## config.mk

```make
export PLATFORM = sky130hd
export DESIGN_NAME = mem_arbiter
export DESIGN_NICKNAME = d
export VERILOG_FILES = /design/src/rtl/mem_arb_pkg.sv /design/src/rtl/mem_arbiter.sv
export SDC_FILE = /design/constraint.sdc
export NUM_CORES = 1
export LEC_CHECK = 0
export BUFFER_PORTS_ARGS = -buffer_cell sky130_fd_sc_hd__buf_2
export CORE_AREA = 2 2 105 107
export CTS_BUF_LIST = sky130_fd_sc_hd__clkbuf_16
export DETAILED_ROUTE_END_ITERATION = 10
export DIE_AREA = 0 0 107 109
export SLEW_MARGIN = 25
export SYNTH_ARGS = -nofsm -noshare
export SYNTH_HDL_FRONTEND = slang
export SYNTH_SLANG_ARGS = --single-unit
```

## constraint.sdc

```tcl
create_clock -name clk -period 2.5 [get_ports clk]
set_input_delay 0.5 -clock clk [delete_from_list [all_inputs] [get_ports clk]]
set_output_delay 0.5 -clock clk [all_outputs]
set_load 0.005 [all_outputs]
```

## src/rtl/mem_arb_pkg.sv

```systemverilog
// Shared types and constants for the unified program/data memory arbiter.
package mem_arb_pkg;

  // Owner of the read response that appears in the cycle after a grant.
  typedef enum logic [1:0] {
    RSP_NONE = 2'd0,
    RSP_IF   = 2'd1,
    RSP_D    = 2'd2
  } rsp_owner_e;

  // Consecutive data grants tolerated while a fetch waits.
  localparam int DEFAULT_STARVE_LIMIT = 4;

  // Width of the starvation counter; limits up to 15 fit.
  localparam int STARVE_CNT_W = 4;

endpackage

```

## src/rtl/mem_arbiter.sv

```systemverilog
// Single-port memory arbiter: data-priority grant with a starvation guard
// for fetch, zero-latency grant, one-cycle read response routed to its owner.
module mem_arbiter
  import mem_arb_pkg::*;
#(
  parameter int ADDR_W       = 32,
  parameter int STARVE_LIMIT = DEFAULT_STARVE_LIMIT
) (
  input  logic              clk,
  input  logic              arstn,
  input  logic              if_req_i,
  input  logic [ADDR_W-1:0] if_addr_i,
  output logic              if_gnt_o,
  output logic              if_rvalid_o,
  output logic [31:0]       if_rdata_o,
  input  logic              d_req_i,
  input  logic              d_we_i,
  input  logic [ADDR_W-1:0] d_addr_i,
  input  logic [31:0]       d_wdata_i,
  input  logic [3:0]        d_wmask_i,
  output logic              d_gnt_o,
  output logic              d_rvalid_o,
  output logic [31:0]       d_rdata_o,
  output logic [ADDR_W-1:0] mem_addr_o,
  output logic              mem_re_o,
  output logic              mem_we_o,
  output logic [31:0]       mem_wdata_o,
  output logic [3:0]        mem_wmask_o,
  input  logic [31:0]       mem_rdata_i
);

  localparam logic [STARVE_CNT_W-1:0] LIMIT_C = STARVE_CNT_W'(STARVE_LIMIT);

  logic                    if_gnt_s;
  logic                    d_gnt_s;
  logic [STARVE_CNT_W-1:0] starve_cnt_r;
  logic [STARVE_CNT_W-1:0] starve_cnt_next_s;
  rsp_owner_e              rsp_state_r;
  rsp_owner_e              rsp_next_s;

  // Grant selection: data first, fetch forced through once it has waited too long.
  always_comb begin
    if_gnt_s = 1'b0;
    d_gnt_s  = 1'b0;
    if (!arstn) begin
      if_gnt_s = 1'b0;
      d_gnt_s  = 1'b0;
    end else if (if_req_i && (starve_cnt_r == LIMIT_C)) begin
      if_gnt_s = 1'b1;
    end else if (d_req_i) begin
      d_gnt_s = 1'b1;
    end else begin
      if_gnt_s = if_req_i;
    end
  end

  assign if_gnt_o = if_gnt_s;
  assign d_gnt_o  = d_gnt_s;

  // Memory port follows the winner in the same cycle; idle port is all zero.
  always_comb begin
    mem_addr_o  = {ADDR_W{1'b0}};
    mem_re_o    = 1'b0;
    mem_we_o    = 1'b0;
    mem_wdata_o = 32'h0000_0000;
    mem_wmask_o = 4'b0000;
    if (if_gnt_s) begin
      mem_addr_o = if_addr_i;
      mem_re_o   = 1'b1;
    end else if (d_gnt_s) begin
      mem_addr_o  = d_addr_i;
      mem_re_o    = ~d_we_i;
      mem_we_o    = d_we_i;
      mem_wdata_o = d_wdata_i;
      mem_wmask_o = d_wmask_i;
    end else begin
      mem_addr_o = {ADDR_W{1'b0}};
    end
  end

  // Starvation count: data grants passed over a waiting fetch, saturating.
  always_comb begin
    starve_cnt_next_s = starve_cnt_r;
    if (!if_req_i || if_gnt_s) begin
      starve_cnt_next_s = {STARVE_CNT_W{1'b0}};
    end else if (d_gnt_s && (starve_cnt_r < LIMIT_C)) begin
      starve_cnt_next_s = starve_cnt_r + {{(STARVE_CNT_W-1){1'b0}}, 1'b1};
    end else begin
      starve_cnt_next_s = starve_cnt_r;
    end
  end

  // Starvation counter register.
  always_ff @(posedge clk or negedge arstn) begin
    if (!arstn) begin
      starve_cnt_r <= {STARVE_CNT_W{1'b0}};
    end else begin
      starve_cnt_r <= starve_cnt_next_s;
    end
  end

  // Response owner for next cycle: reads produce a response, writes do not.
  always_comb begin
    rsp_next_s = RSP_NONE;
    case ({if_gnt_s, d_gnt_s})
      2'b10:   rsp_next_s = RSP_IF;
      2'b01:   rsp_next_s = d_we_i ? RSP_NONE : RSP_D;
      2'b00:   rsp_next_s = RSP_NONE;
      default: rsp_next_s = RSP_NONE;
    endcase
  end

  // Response owner register; reset discards any pending response.
  always_ff @(posedge clk or negedge arstn) begin
    if (!arstn) begin
      rsp_state_r <= RSP_NONE;
    end else begin
      rsp_state_r <= rsp_next_s;
    end
  end

  assign if_rvalid_o = (rsp_state_r == RSP_IF);
  assign d_rvalid_o  = (rsp_state_r == RSP_D);
  assign if_rdata_o  = mem_rdata_i;
  assign d_rdata_o   = mem_rdata_i;

endmodule

```

==> results of run 1 <==
[metal layers]
layer	global-route usage, %	vias up	routed length [µm]
met3	1.85	37	527
li1	-	742	-
met4	4.73	0	233
met5	0	-	0
met2	14.9	91	2820
met1	7.97	727	1980
[metrics by stage]
step | setup slack [ns] | area (µm²) | std cells
floorplan | 0.532 | 1400 | 174
global placement | 0.347 | 1960 | 419
detailed placement | 0.301 | 1960 | 419
CTS | 0.0653 | 2030 | 422
global route | 0.00123 | 2030 | 422
finish | 0.0802 | 2030 | 422
[state kept, by name (all words and copies together), names as in the netlist]
signal        count
rsp_state_r       2
starve_cnt_r      4
[power groups by stage]
stage / Sequential (mW) / Clock [mW] / Combinational [mW]
final: 0.102 / 0.256 / 0.240
after detailed placement: 0.103 / 0 / 0.241
after global placement: 0.103 / 0 / 0.239
after global routing: 0.102 / 0.267 / 0.262
after CTS: 0.102 / 0.263 / 0.243
after floorplan: 0.102 / 0 / 0.174
[worst max path at each step]
stage	start	end	slack (ns)	depth (start not counted)
after floorplan	starve_cnt_r[0]	mem_addr_o[23]	0.53	7
after global placement	starve_cnt_r[0]	mem_addr_o[25]	0.35	7
after detailed placement	arstn	mem_addr_o[25]	0.30	6
after CTS	starve_cnt_r[0]	mem_addr_o[25]	0.07	7
after global routing	starve_cnt_r[0]	mem_addr_o[25]	0.001	7
final	starve_cnt_r[0]	mem_addr_o[25]	0.08	7
[logic make-up after synthesis]
family          share of synthesized area (%)
buf+inv                                  41.0
fa+ha+maj                                1.78
flops                                    10.7
compound gates                           23.6
mux                                     0.802
xor+xnor                                0.624
simple gates                             21.5
[placed cells by master, fill, tap and decap left out]
| cell type | count |
|---|---|
| a21o_1 | 1 |
| a21oi_4 | 1 |
| a22o_1 | 32 |
| and2_1 | 38 |
| and3_1 | 3 |
| and3b_1 | 1 |
| and4bb_2 | 1 |
| buf_12 | 2 |
| buf_2 | 178 |
| clkbuf_16 | 3 |
| dfrtp_1 | 6 |
| ha_1 | 2 |
| inv_1 | 4 |
| mux2_1 | 1 |
| nand2_1 | 1 |
| nor2b_1 | 2 |
| nor3b_1 | 1 |
| o211a_1 | 3 |
| o21ai_1 | 1 |
| xnor2_1 | 1 |
[final cells by class]
class / instances / area [µm²] / area share (%)
inverters: 4 / 15.0 / 0.739
repair buffers: 180 / 931 / 45.8
clock buffers: 3 / 75.1 / 3.69
flip-flops and latches: 6 / 150 / 7.39
well taps: 140 / 175 / 8.62
multi-input cells: 89 / 686 / 33.7
==> impl_metrics.env, run 1 <==
export IMPL_route_vias_total=1597
export IMPL_cpPeakStageDelay_ns=0.34
export IMPL_cts_root_buf="clkbuf_16"
export IMPL_drc=0
export IMPL_io_pins=275
export IMPL_synth_edf_count=0
export IMPL_die_w_um=107
export IMPL_cts_sinks=6
export IMPL_timing_hold_ws_ns=0.123
export IMPL_rsz0062_at_grt="no"
export IMPL_nets=423
export IMPL_hp_class="input pin to async pin"
export IMPL_hold_buffers=0
export IMPL_critPathLaunchType="register"
export IMPL_hold_violations=0
export IMPL_syn_avg_cell_area_um2=8.07
export IMPL_cts_resized=0
export IMPL_fin_util_pct=19.2
export IMPL_worstMarginPinSlew_ns=0.254
export IMPL_synth_most_common_cell="buf_4"
export IMPL_switching_share_pct=25.6
export IMPL_die_h_um=109
export IMPL_h_tree_depth=1
export IMPL_syn_num_nets=313
export IMPL_core_um2=10600
export IMPL_power_mw=0.597
export IMPL_die_area_um2=11700
export IMPL_post_cts_buffers=0
export IMPL_via_per_inst=3.78
export IMPL_clock_latency_ns=0.23
export IMPL_grt_max_degree=73
export IMPL_drt_wl_total_mm=5.56
export IMPL_wl_per_cell_um=13.2
export IMPL_cts_tree="done"
export IMPL_synthCells=174
export IMPL_clock_fmax_mhz=413
export IMPL_slew_viol_final=0
export IMPL_synth_commonest_cells="buf_4, and2_1, a22o_1, buf_2, dfrtp_1"
export IMPL_crit_arrival_ns=1.92
export IMPL_clockPowerShare_pct=42.8
export IMPL_initial_utilization_pct=13.2
export IMPL_antenna_found_initial=0
export IMPL_clock_skew_ns=0.000334
export IMPL_crit_path_end_kind="output port"
export IMPL_grt_pass1_vias=1402
export IMPL_worstReg2RegEnd="rsp_state_r[1]"
export IMPL_power_per_cell_area_nw_per_um2=294
export IMPL_power_share_combinational_pct=40.2
export IMPL_max_cap_violations=0
export IMPL_drt_iter0_markers=33
export IMPL_dp_hpwl_mm=4.76
export IMPL_fin_crit_sh_pct=96.8
export IMPL_crit_path_max_fanout=34
export IMPL_reg2reg_depth=6
export IMPL_place_gp_congestion=0.758
export IMPL_rrSetupSlack_ns=0.96
export IMPL_nFillCells=1180
export IMPL_p_leak_nw=1.28
export IMPL_max_slew_margin_rel_pct=83.0
export IMPL_p_sw_mw=0.153
export IMPL_grt_overflow=0
export IMPL_rr_startpoint="starve_cnt_r[0]"
export IMPL_yosysTopAreaCell="buf_4"
export IMPL_path_cells="inv_1 -> ha_1 -> and3b_1 -> o211a_1 -> buf_12 -> a22o_1 -> buf_2"
export IMPL_power_internal_mw=0.445
export IMPL_clockBufferDepth=2
export IMPL_area_growth_pct=44.7
export IMPL_ys_types=20
export IMPL_ys_ff_latch=6
export IMPL_cp_top_family="compound AO/OA/AOI/OAI gates"
export IMPL_min_period_ns=2.42
export IMPL_port_buffers=178
export IMPL_synth_area_top_cells="buf_4, a22o_1, and2_1, dfrtp_1, buf_6"
export IMPL_synthArstFlopShare_pct=100
export IMPL_critPathBufInv=3
export IMPL_cts_buffers=3
export IMPL_syn_cell_area_um2=1400
export IMPL_antennaDiodeCount=0
export IMPL_finalSetupViolCount=0
export IMPL_ant_nets=0
export IMPL_cp_slowest_cell="dfrtp_1"
export IMPL_seq_area_frac_synth_pct=10.7
export IMPL_grt_use_total_pct=7.94
export IMPL_crit_required_ns=2.00
export IMPL_max_vdd_ir_drop_mv=0.158
export IMPL_status="completed"
export IMPL_path_clk_slew_ns=0.03
export IMPL_synth_top_area_share_pct=34.2
export IMPL_seq_power_share_pct=17.0
export IMPL_crit_type="register to output port"
export IMPL_final_setup_tns_ns=0
export IMPL_synth_warnings=0
export IMPL_grt_pass1_wl_mm=7.15
export IMPL_rows=38
export IMPL_firstDrtPassIters=2
export IMPL_yosys_most_used_dff="dfrtp_1"
export IMPL_drive_above_1_share_pct=65.6
No activity file was read; power rests on OpenSTA's default activity.
==> inputs of run 2 (changes only) <==
Settings changed: PLACE_DENSITY from default to 0.56.
==> run 2 against run 1 <==
  * Sequential share of layout area decreased by 0.063 points
  * Critical endpoint is now mem_addr_o[24]
  * Utilization increased by 0.17 points
  * Total power increased by 0.88%
  * First-iteration DRC count fell by 36%
  * Cell count is 0.71% higher
  * Count of clock-buffer cells in the layout did not move
  * Global-route usage shrank 0.60 points
  * Wire length down 8.5%
  * Sequential cell count is the same
  * Largest cell class unchanged
==> impl_metrics.env, run 2 (synthesis results as in run 1) <==
export IMPL_status="completed"
export IMPL_max_slew_margin_rel_pct=82.4
export IMPL_use_met2_pct=11.7
export IMPL_dp_hpwl_mm=4.49
export IMPL_io_pins=275
export IMPL_cp_top_family="compound AO/OA/AOI/OAI gates"
export IMPL_hold_violations=0
export IMPL_core_um2=10600
export IMPL_min_period_ns=2.42
export IMPL_drive_above_1_share_pct=66.0
export IMPL_die_area_um2=11700
export IMPL_wl_per_cell_um=12.0
export IMPL_route_vias_total=1598
export IMPL_largestRegisters="starve_cnt_r x4, rsp_state_r x2"
export IMPL_timing_hold_ws_ns=0.188
export IMPL_clock_skew_ns=0.000411
export IMPL_slew_viol_final=0
export IMPL_port_buffers=178
export IMPL_grt_overflow=0
export IMPL_cts_buffers=3
export IMPL_max_cap_violations=0
export IMPL_cts_sinks=6
export IMPL_crit_required_ns=2.00
export IMPL_p_leak_nw=1.30
export IMPL_crit_path_max_fanout=10
export IMPL_crit_path_end_kind="output port"
export IMPL_max_vdd_ir_drop_mv=0.347
export IMPL_largest_register_ffs=4
export IMPL_place_ws_ns=0.289
export IMPL_busiest_layer="met2"
export IMPL_power_per_cell_area_nw_per_um2=294
export IMPL_critPathBufInv=3
export IMPL_rsz0062_at_grt="no"
export IMPL_ant_nets=0
export IMPL_via_per_inst=3.76
export IMPL_grt_max_degree=39
export IMPL_initial_utilization_pct=13.2
export IMPL_rows=38
export IMPL_grt_pass1_vias=1321
export IMPL_drt_iter0_markers=21
export IMPL_place_gp_congestion=0.680
export IMPL_antennaDiodeCount=0
export IMPL_drc=0
export IMPL_h_tree_depth=1
export IMPL_cp_slowest_cell="dfrtp_1"
export IMPL_hp_class="input pin to async pin"
export IMPL_use_met1_pct=8.75
export IMPL_crit_arrival_ns=1.92
export IMPL_crit_type="register to output port"
export IMPL_drt_wl_total_mm=5.09
export IMPL_use_met3_pct=1.61
export IMPL_grt_use_total_pct=7.34
export IMPL_firstDrtPassIters=3
export IMPL_layout_setup_ws_ns=0.0811
export IMPL_hold_buffers=0
export IMPL_cts_tree="done"
export IMPL_area_growth_pct=46.0
export IMPL_final_cell_count_no_fill=425
export IMPL_power_mw=0.603
export IMPL_die_h_um=109
export IMPL_path_clk_slew_ns=0.03
export IMPL_rrSetupSlack_ns=0.99
export IMPL_grt_pass1_wl_mm=6.69
export IMPL_clock_latency_ns=0.23
export IMPL_cpPeakStageDelay_ns=0.34
export IMPL_final_common_cell="buf_2"
export IMPL_die_w_um=107
export IMPL_antenna_found_initial=0
export IMPL_clock_fmax_mhz=413
export IMPL_clockBufferDepth=2
export IMPL_final_setup_tns_ns=0
export IMPL_dp_cells=422
export IMPL_path_cells="inv_1 -> ha_1 -> and3b_1 -> o211a_1 -> buf_4 -> a22o_1 -> buf_2"
export IMPL_fin_crit_sh_pct=96.8
export IMPL_final_cell_mix="buf_2, and2_1, a22o_1"
export IMPL_max_flop_register="starve_cnt_r"
export IMPL_cts_root_buf="clkbuf_16"
export IMPL_finalSetupViolCount=0
export IMPL_worstMarginPinSlew_ns=0.262
export IMPL_critPathLaunchType="register"
export IMPL_nets=426
-- run 2: layer usage --
metal / wire, µm / share of wire, %
met1: 2020 / 40
met2: 2340 / 46
met3: 454 / 8.9
met4: 281 / 5.5
met5: 0 / 0
-- run 2: worst paths after layout --
kind | startpoint | endpoint | cells after the start
worst max-delay path | starve_cnt_r[0] | mem_addr_o[24] | 7
worst min-delay path | arstn | rsp_state_r[0] | 2
worst max register to register | starve_cnt_r[0] | rsp_state_r[1] | 6
worst min register to register | starve_cnt_r[2] | starve_cnt_r[2] | 1
max in group asynchronous | arstn | starve_cnt_r[1] | 2
min in group clk | starve_cnt_r[2] | starve_cnt_r[2] | 1
-- run 2: timing repair --
action | 4_1_cts | 5_1_grt
setup buffers | 0 | 0
gates resized for setup | 0 | 2
endpoints found under the setup margin | 0 | 7
-- run 2: final cells by class --
type | instances | area, µm²
Tap cell | 140 | 175
Clock buffer | 3 | 75.1
Multi-Input combinational cell | 89 | 686
Timing Repair Buffer | 183 | 948
Fill cell | 1195 | 8550
Inverter | 4 | 15.0
Sequential cell | 6 | 150
-- run 2: metrics by stage --
stage                     cell area [µm²]  utilization [%]
after floorplan                      1400                -
after global placement               1970             18.6
after detailed placement             1970             18.6
after CTS                            2040             19.3
after global routing                 2050             19.3
final                                2050             19.3
-- run 2: power breakdown --
part	leakage, nW	switching, mW	internal (mW)	total [mW]
clock network	0.0370	0.0557	0.205	0.261
registers	0.0823	0.00142	0.100	0.102
logic	1.18	0.0980	0.142	0.240
==> inputs of run 3 (changes only) <==
Settings changed: MAX_ROUTING_LAYER from default to met4.
==> run 3 against run 2 <==
  * Fmax fell by 0.26%
  * Largest cell class unchanged
  * Wire length grew 0.47%
  * Design area unchanged
  * Worst hold slack about the same
  * Worst setup slack got worse by 0.0062 ns
  * Critical path type unchanged
  * Largest power group unchanged
  * Clock skew hardly changed
  * Critical path depth is the same
  * Sequential cell count unchanged
==> impl_metrics.env, run 3 (synthesis results as in run 1) <==
export IMPL_status="completed"
export IMPL_slew_viol_final=0
export IMPL_final_setup_tns_ns=0
export IMPL_max_cap_violations=0
export IMPL_dp_cells=422
export IMPL_max_vdd_ir_drop_mv=0.347
export IMPL_cts_root_buf="clkbuf_16"
export IMPL_max_flop_register="starve_cnt_r"
export IMPL_cts_buffers=3
export IMPL_crit_path_max_fanout=10
export IMPL_hold_violations=0
export IMPL_place_gp_congestion=0.687
export IMPL_p_leak_nw=1.30
export IMPL_path_clk_slew_ns=0.03
export IMPL_crit_required_ns=2.00
export IMPL_h_tree_depth=1
export IMPL_initial_utilization_pct=13.2
export IMPL_die_w_um=107
export IMPL_cts_tree="done"
export IMPL_timing_hold_ws_ns=0.188
export IMPL_stdcell_area_um2=2050
export IMPL_area_growth_pct=46.0
export IMPL_grt_use_total_pct=7.55
export IMPL_nets=426
export IMPL_die_h_um=109
export IMPL_hp_class="input pin to async pin"
export IMPL_cts_sinks=6
export IMPL_crit_path_end_kind="output port"
export IMPL_critPathLaunchType="register"
export IMPL_placed_area_um2=1970
export IMPL_firstDrtPassIters=4
export IMPL_die_area_um2=11700
export IMPL_finalSetupViolCount=0
export IMPL_grt_pass1_vias=1317
export IMPL_cp_slowest_cell="dfrtp_1"
export IMPL_drive_above_1_share_pct=66.0
export IMPL_final_common_cell="buf_2"
export IMPL_cpPeakStageDelay_ns=0.34
export IMPL_route_vias_total=1598
export IMPL_clockBufferDepth=2
export IMPL_core_um2=10600
export IMPL_grt_max_degree=39
export IMPL_hold_buffers=0
export IMPL_io_pins=275
export IMPL_fin_crit_sh_pct=97.0
export IMPL_multi_input_area_um2=686
export IMPL_antenna_found_initial=0
export IMPL_drt_wl_total_mm=5.11
export IMPL_power_mw=0.603
export IMPL_grt_overflow=0
export IMPL_ff_latch_area_um2=150
export IMPL_final_cell_count_no_fill=425
export IMPL_rsz0062_at_grt="no"
export IMPL_power_per_cell_area_nw_per_um2=294
export IMPL_largest_register_ffs=4
export IMPL_final_cell_mix="buf_2, and2_1, a22o_1"
export IMPL_rows=38
export IMPL_clock_fmax_mhz=412
export IMPL_largestRegisters="starve_cnt_r x4, rsp_state_r x2"
export IMPL_drc=0
export IMPL_max_slew_margin_rel_pct=82.5
export IMPL_antennaDiodeCount=0
export IMPL_dp_hpwl_mm=4.49
export IMPL_crit_type="register to output port"
export IMPL_ant_nets=0
export IMPL_path_cells="inv_1 -> ha_1 -> and3b_1 -> o211a_1 -> buf_4 -> a22o_1 -> buf_2"
export IMPL_port_buffers=178
export IMPL_min_period_ns=2.43
export IMPL_grt_pass1_wl_mm=6.69
export IMPL_nFillCells=1195
export IMPL_clock_skew_ns=0.000135
export IMPL_worstMarginPinSlew_ns=0.261
export IMPL_crit_arrival_ns=1.93
export IMPL_drt_iter0_markers=31
export IMPL_via_per_inst=3.76
export IMPL_clock_latency_ns=0.23
export IMPL_rrSetupSlack_ns=0.98
export IMPL_wl_per_cell_um=12.0
==> run 3: per-stage QoR <==
step / setup WS, ns / util, %
CTS: 0.0402 / 19.3
global placement: 0.325 / 18.6
finish: 0.0749 / 19.3
detailed placement: 0.289 / 18.6
floorplan: 0.532 / -
global route: 0.0110 / 19.3
==> run 3: final cells by class <==
cell class              count  share of cell area (%)
clock buffers               3                    3.66
well taps                 140                    8.55
repair buffers            183                    46.3
inverters                   4                   0.733
flip-flops and latches      6                    7.33
multi-input cells          89                    33.5
==> run 3: routing by layer <==
layer	global-route usage [%]	up-vias	part of all wire, %
met5	-	-	0
met4	5.19	0	5.5
met3	1.49	38	8.8
met2	11.7	88	46
met1	8.79	724	40
li1	-	748	-
==> run 3: power breakdown <==
part	internal, mW	switching (mW)	total (mW)
combinational	0.142	0.0982	0.240
clock	0.205	0.0560	0.261
sequential	0.100	0.00145	0.102
==> run 3: timing repair <==
item,CTS,global route
setup buffers,0,0
resized for setup,0,2
setup endpoints to repair,0,6
==> run 3: critical path, delay by kind of cell, from the launching register on <==
kind / cells / cell delay [ns]
AOI/OAI and AO/OA: 2 / 0.53
adders and majority gates: 1 / 0.19
buffers and inverters: 3 / 0.39
DFF: 1 / 0.34
and+or+nand+nor: 1 / 0.24
==> run 3: final timing paths <==
path | endpoint | startpoint | cells past startpoint
max in group asynchronous | starve_cnt_r[1] | arstn | 2
min in group clk | starve_cnt_r[2] | starve_cnt_r[2] | 1
worst max-delay path | mem_addr_o[24] | starve_cnt_r[0] | 7
worst min register to register | starve_cnt_r[2] | starve_cnt_r[2] | 1
worst min-delay path | starve_cnt_r[2] | arstn | 2
worst max register to register | rsp_state_r[1] | starve_cnt_r[0] | 6
